**src/rtl/rambus_pkg.sv**
```systemverilog
// Shared definitions for the rambus burst reader: FSM encoding and the
// constants of the read-only Wishbone master.
package rambus_pkg;

  typedef enum logic [1:0] {
    IDLE  = 2'd0,
    FETCH = 2'd1,
    HOLD  = 2'd2,
    DRAIN = 2'd3
  } state_t;

  localparam logic [3:0] SEL_ALL   = 4'hF;
  localparam int         ADDR_STEP = 4;

endpackage

```
**src/rtl/rambus_sync_fifo.sv**
```systemverilog
// Single-clock FIFO; head word is always visible on pop_data, and storage
// is cleared on reset so an empty FIFO reads zero.
module rambus_sync_fifo #(
  parameter int WIDTH = 32,
  parameter int DEPTH = 4
) (
  input  logic                     clk,
  input  logic                     rst_n,
  input  logic                     push,
  input  logic [WIDTH-1:0]         push_data,
  input  logic                     pop,
  output logic [WIDTH-1:0]         pop_data,
  output logic                     full,
  output logic                     empty,
  output logic [$clog2(DEPTH):0]   count
);

  localparam int PW = $clog2(DEPTH);

  logic [WIDTH-1:0] mem [DEPTH];
  logic [PW-1:0]    wr_ptr;
  logic [PW-1:0]    rd_ptr;
  logic             do_push;
  logic             do_pop;

  assign full     = (count == (PW+1)'(DEPTH));
  assign empty    = (count == '0);
  assign do_push  = push && !full;
  assign do_pop   = pop && !empty;
  assign pop_data = mem[rd_ptr];

  // Pointers wrap naturally because DEPTH is a power of two.
  always_ff @(posedge clk or negedge rst_n) begin
    if (!rst_n) begin
      wr_ptr <= '0;
      rd_ptr <= '0;
      count  <= '0;
      for (int i = 0; i < DEPTH; i++) mem[i] <= '0;
    end else begin
      if (do_push) begin
        mem[wr_ptr] <= push_data;
        wr_ptr      <= wr_ptr + 1'b1;
      end
      if (do_pop) rd_ptr <= rd_ptr + 1'b1;
      case ({do_push, do_pop})
        2'b10:   count <= count + 1'b1;
        2'b01:   count <= count - 1'b1;
        default: count <= count;
      endcase
    end
  end

endmodule

```
**src/rtl/rambus_burst_reader.sv**
```systemverilog
// Burst reader: fetches word_count words over Wishbone classic into a FIFO
// and streams them out, throttling requests so the FIFO never overflows.
module rambus_burst_reader
  import rambus_pkg::*;
#(
  parameter int FIFO_DEPTH = 4,
  parameter int ADDR_WIDTH = 10
) (
  input  logic                  wb_clk_i,
  input  logic                  wb_rst_n_i,
  input  logic                  start,
  input  logic [ADDR_WIDTH-1:0] base_addr,
  input  logic [7:0]            word_count,
  output logic                  busy,
  output logic                  done,
  output logic                  rambus_wb_clk_o,
  output logic                  rambus_wb_rst_o,
  output logic                  rambus_wb_cyc_o,
  output logic                  rambus_wb_stb_o,
  output logic                  rambus_wb_we_o,
  output logic [3:0]            rambus_wb_sel_o,
  output logic [31:0]           rambus_wb_dat_o,
  output logic [ADDR_WIDTH-1:0] rambus_wb_adr_o,
  input  logic                  rambus_wb_ack_i,
  input  logic [31:0]           rambus_wb_dat_i,
  output logic [31:0]           m_data,
  output logic                  m_valid,
  input  logic                  m_ready
);

  localparam int CW = $clog2(FIFO_DEPTH) + 1;

  state_t                state, state_nxt;
  logic [ADDR_WIDTH-1:0] addr, addr_nxt;
  logic [7:0]            remaining, remaining_nxt;
  logic                  done_nxt;
  logic                  push, pop, full, empty;
  logic [CW-1:0]         count, count_post;

  assign rambus_wb_clk_o = wb_clk_i;
  assign rambus_wb_rst_o = ~wb_rst_n_i;
  assign rambus_wb_cyc_o = (state == FETCH);
  assign rambus_wb_stb_o = (state == FETCH);
  assign rambus_wb_we_o  = 1'b0;
  assign rambus_wb_sel_o = SEL_ALL;
  assign rambus_wb_dat_o = '0;
  assign rambus_wb_adr_o = addr;
  assign busy            = (state != IDLE);
  assign m_valid         = ~empty;

  // An ack outside FETCH has no cycle to belong to and is dropped here.
  assign push       = (state == FETCH) && rambus_wb_ack_i;
  assign pop        = m_valid && m_ready;
  assign count_post = count + {{(CW-1){1'b0}}, push} - {{(CW-1){1'b0}}, pop};

  rambus_sync_fifo #(
    .WIDTH (32),
    .DEPTH (FIFO_DEPTH)
  ) u_fifo (
    .clk       (wb_clk_i),
    .rst_n     (wb_rst_n_i),
    .push      (push),
    .push_data (rambus_wb_dat_i),
    .pop       (pop),
    .pop_data  (m_data),
    .full      (full),
    .empty     (empty),
    .count     (count)
  );

  always_ff @(posedge wb_clk_i or negedge wb_rst_n_i) begin
    if (!wb_rst_n_i) begin
      state     <= IDLE;
      addr      <= '0;
      remaining <= '0;
      done      <= 1'b0;
    end else begin
      state     <= state_nxt;
      addr      <= addr_nxt;
      remaining <= remaining_nxt;
      done      <= done_nxt;
    end
  end

  always_comb begin
    state_nxt     = state;
    addr_nxt      = addr;
    remaining_nxt = remaining;
    done_nxt      = 1'b0;
    case (state)
      IDLE: begin
        if (start) begin
          addr_nxt      = base_addr & ~ADDR_WIDTH'(3);
          remaining_nxt = word_count;
          if (word_count == 8'd0) done_nxt  = 1'b1;
          else                    state_nxt = FETCH;
        end
      end
      FETCH: begin
        if (rambus_wb_ack_i) begin
          addr_nxt      = addr + ADDR_WIDTH'(ADDR_STEP);
          remaining_nxt = remaining - 8'd1;
          if (remaining == 8'd1)                   state_nxt = DRAIN;
          else if (count_post == CW'(FIFO_DEPTH))  state_nxt = HOLD;
        end
      end
      HOLD: begin
        if (!full) state_nxt = FETCH;
      end
      DRAIN: begin
        if (empty || (pop && count == CW'(1))) begin
          state_nxt = IDLE;
          done_nxt  = 1'b1;
        end
      end
      default: state_nxt = IDLE;
    endcase
  end

endmodule

```
**config.mk**
```make
export PLATFORM = sky130hd
export DESIGN_NAME = rambus_burst_reader
export DESIGN_NICKNAME = d
export VERILOG_FILES = /design/src/rtl/rambus_pkg.sv /design/src/rtl/rambus_sync_fifo.sv /design/src/rtl/rambus_burst_reader.sv
export SDC_FILE = /design/constraint.sdc
export NUM_CORES = 1
export LEC_CHECK = 0
export CORE_ASPECT_RATIO = 1.25
export CORE_UTILIZATION = 49
export CTS_BUF_LIST = sky130_fd_sc_hd__clkbuf_2
export DETAILED_ROUTE_END_ITERATION = 10
export HOLD_SLACK_MARGIN = 0.1
export PLACE_DENSITY = 0.76
export SETUP_SLACK_MARGIN = 0.4
export SLEW_MARGIN = 20
export SYNTH_ARGS = -nofsm -noshare
export SYNTH_HDL_FRONTEND = slang
export SYNTH_SLANG_ARGS = --single-unit
```
**constraint.sdc**
```tcl
create_clock -name wb_clk_i -period 7.6 [get_ports wb_clk_i]
set_input_delay 0.76 -clock wb_clk_i [delete_from_list [all_inputs] [get_ports wb_clk_i]]
set_output_delay 0.76 -clock wb_clk_i [all_outputs]
set_load 0.02 [all_outputs]
```
==> load_flow_metrics.sql <==
INSERT INTO impl_metrics (metric_group, metric, value, unit) VALUES
('power', 'power_report.internal_total', '0.00249', 'W'),
('route', 'ant_nets', '0', ''),
('sta', 'timing.slew.headroom', '32.6', '%'),
('route', 'drt-pass1-iter-count', '4', ''),
('synthesis', 'synth_mux_area_share', '30.5', '%'),
('sta', 'drv_slew', '0', ''),
('power', 'swShare', '36.9', '%'),
('synthesis', 'dominant_combinational_cell_family_by_area_after_synthesis', 'multiplexers', ''),
('synthesis', 'syn-cell-area', '7490', 'sq um'),
('critical_path', 'critPathMostFrequentCell', 'sky130_fd_sc_hd__clkbuf_2', ''),
('grt', 'grt.overflow.total', '0', ''),
('clock_network', 'clock_insertion_delay_at_the_later_pin_of_the_skew_report', '820', 'ps'),
('place', 'placement.cell_area', '8480', 'sq um'),
('route', 'routed_wl', '15000', 'um'),
('sta', 'setup-violations-final', '0', ''),
('grt', 'antenna_found_initial', '1', ''),
('clock_network', 'tritoncts', 'built', ''),
('synthesis', 'yosysMostFrequentCell', 'sky130_fd_sc_hd__dfrtp_1', ''),
('status', 'status', 'finished clean', ''),
('synthesis', 'yosys_register_bits', '154', ''),
('finish', 'drive_above_1_share', '32.9', '%'),
('finish', 'multiInputGateArea', '3320', 'sq um'),
('synthesis', 'synth_simple_gate_area_share', '3.82', '%'),
('synthesis', 'post_synth_edffs', '0', ''),
('critical_path', 'critPathSlowestCell', 'sky130_fd_sc_hd__clkdlybuf4s50_1', ''),
('critical_path', 'r2r_slack', '4220', 'ps'),
('critical_path', 'cp_max_fo', '3', ''),
('grt', 'grt_use_total', '20.5', '%'),
('grt', 'grt_most_used_layer', 'met2', ''),
('place', 'place_hpwl', '9670', 'um'),
('power', 'vdd.ir_drop.worst', '0.000214', 'V'),
('critical_path', 'path_cells', 'clkbuf_2 > clkbuf_2 > clkdlybuf4s50_1', ''),
('sta', 'timing_hold_violations_final', '0', ''),
('synthesis', 'postSynthAreaPerCell', '13.9', 'sq um'),
('place', 'gp_routability_congestion', '0.758', ''),
('synthesis', 'synth_adder_area_share', '3.44', '%'),
('finish', 'fillerInstances', '1237', ''),
('grt', 'grt.met2_usage', '35.6', '%'),
('critical_path', 'sort_of_element_at_the_start_of_the_critical_path', 'clock port', ''),
('synthesis', 'synth_top_cells_by_count', '154 x sky130_fd_sc_hd__dfrtp_1, 132 x sky130_fd_sc_hd__mux2_2, 41 x sky130_fd_sc_hd__buf_4, 32 x sky130_fd_sc_hd__mux4_2, 19 x sky130_fd_sc_hd__ha_1', ''),
('power', 'switchingPower', '0.00146', 'W'),
('floorplanning', 'rows', '50', ''),
('flow_run', 'drv.max_cap_violation_count', '0', ''),
('synthesis', 'yosys_warnings', '0', ''),
('power', 'fin_total_pwr', '0.00395', 'W'),
('finish', 'area.sequential', '3860', 'sq um'),
('critical_path', 'delay_of_the_slowest_cell_on_the_worst_path', '530', 'ps'),
('power', 'static_leakage', '3.82', 'nW'),
('grt', 'grt.met1_usage', '23.8', '%'),
('grt', 'largest_net_degree_at_the_start_of_global_routing', '84', ''),
('synthesis', 'yosys.cell_types.count', '37', ''),
('critical_path', 'worstPathArrival', '4520', 'ps'),
('route', 'avgViaCountPerCell', '5.45', ''),
('sta', 'tightestPinTransition', '1010', 'ps'),
('synthesis', 'ys_top_cells_by_area', 'sky130_fd_sc_hd__dfrtp_1 51%, sky130_fd_sc_hd__mux2_2 20%, sky130_fd_sc_hd__mux4_2 9.6%', ''),
('floorplanning', 'dieHeight', '140', 'um'),
('floorplanning', 'initial_utilization', '50.1', '%'),
('power', 'share_clk_of_total_power', '11.8', '%'),
('synthesis', 'yosys.area.top_type_share', '51.4', '%'),
('grt', 'first_pass_grt_wire_length', '25000', 'um'),
('synthesis', 'ys.flop_type', 'sky130_fd_sc_hd__dfrtp_1', ''),
('critical_path', 'worst-endpoint-required', '6840', 'ps'),
('route', 'drt-initial-drc-count', '167', ''),
('grt', 'met3_usage', '5.50', '%'),
('finish', 'areaGrowthSynthToFinish', '16.4', '%'),
('sta', 'holdWs', '522', 'ps'),
('power', 'comb_power_share', '50.0', '%'),
('min_path', 'min_path_type', 'flop to flop', ''),
('synthesis', 'yosysSeqAreaShare', '51.4', '%'),
('critical_path', 'path_class', 'clock port to output pin', ''),
('synthesis', 'yosys.area_share.xor_xnor', '0.935', '%');
==> cell families after synthesis <==
logic type	count (synthesis)
adders and majority gates	20
DFF	154
AOI/OAI and AO/OA	42
xor gates and xnor gates	8
buffers and inverters	84
muxes	172
and+or+nand+nor	57
other	2
==> state kept, by name (all words and copies together) (netlist names) <==
signal / count
u_fifo.count: 3
remaining: 8
u_fifo.wr_ptr: 2
u_fifo.mem: 128
done: 1
state: 2
rambus_wb_adr_o: 8
u_fifo.rd_ptr: 2
==> timing repair <==
action                                  CTS  global route
endpoints found under the setup margin    0             0
hold buffers                              1             0
endpoints found under the hold margin    81             0
buffers inserted                          0             0
==> worst paths after layout <==
path / endpoint / startpoint / cells past startpoint
worst max-delay path: rambus_wb_clk_o / wb_clk_i / 3
worst min-delay path: u_fifo.mem[60]$_DFFE_PN0P_ / u_fifo.mem[60]$_DFFE_PN0P_ / 1
worst max register to register: u_fifo.mem[26]$_DFFE_PN0P_ / state[1]$_DFFE_PN0P_ / 6
worst min register to register: u_fifo.mem[60]$_DFFE_PN0P_ / u_fifo.mem[60]$_DFFE_PN0P_ / 1
max in group asynchronous: u_fifo.mem[123]$_DFFE_PN0P_ / wb_rst_n_i / 3
min in group asynchronous: u_fifo.mem[103]$_DFFE_PN0P_ / wb_rst_n_i / 2
==> cell type report <==
| cell class | count | share of cell area, % |
|---|---|---|
| multi-input cells | 338 | 38.1 |
| flip-flops and latches | 154 | 44.2 |
| clock buffers | 23 | 1.38 |
| diodes | 1 | 0.0287 |
| repair buffers | 102 | 11.6 |
| clock inverters | 12 | 1.42 |
| well taps | 182 | 2.61 |
| inverters | 16 | 0.688 |
==> through the flow <==
stage	instances	setup WS [ps]	util [%]
3_5_place_dp	792	2530	56.7
3_3_place_gp	792	2530	56.7
6_report	828	2320	58.4
4_1_cts	827	2300	58.4
5_1_grt	828	2300	58.4
2_1_floorplan	576	2910	-
==> worst max-delay path, delay by kind of cell <==
kind	cells	cell delay, ps
buf+inv	3	710
==> per-layer routing <==
metal	wire, um	part of all wire (%)
met4	233	1.6
met3	682	4.5
met1	6180	41
met5	0	0
met2	7910	53
==> power groups by stage <==
stage               Clock (W)  Sequential (W)  Combinational [W]
global route         0.000517         0.00156            0.00213
detailed placement  0.0000177         0.00153            0.00199
CTS                  0.000489         0.00151            0.00200
floorplan           0.0000154         0.00141            0.00140
finish               0.000468         0.00151            0.00197
global placement    0.0000177         0.00149            0.00193
==> cells in the final DEF (no fill, tap or decap), types with 3 or more instances in the layout <==
cell                              Yosys  routed
sky130_fd_sc_hd__dfrtp_1            154     152
sky130_fd_sc_hd__mux2_2             132     132
sky130_fd_sc_hd__clkdlybuf4s50_1      0      98
sky130_fd_sc_hd__conb_1               2      39
sky130_fd_sc_hd__mux4_2              32      32
sky130_fd_sc_hd__clkbuf_2             0      22
sky130_fd_sc_hd__ha_1                19      19
sky130_fd_sc_hd__inv_1               16      16
sky130_fd_sc_hd__o21ai_0             14      14
sky130_fd_sc_hd__nor2_1              12      12
sky130_fd_sc_hd__a21oi_1             11      11
sky130_fd_sc_hd__nand2_1             14      10
sky130_fd_sc_hd__o22ai_1             10      10
sky130_fd_sc_hd__mux2i_1              7       7
sky130_fd_sc_hd__nand3_1              7       7
sky130_fd_sc_hd__xnor2_1              6       6
sky130_fd_sc_hd__and3_1               5       5
sky130_fd_sc_hd__nor3_1               5       4
sky130_fd_sc_hd__nand2_2              0       4
sky130_fd_sc_hd__or3_1                4       4
sky130_fd_sc_hd__o221a_2              3       3
sky130_fd_sc_hd__clkinv_2             0       3
sky130_fd_sc_hd__buf_4               41       3
(Power assumes the default switching activity.)
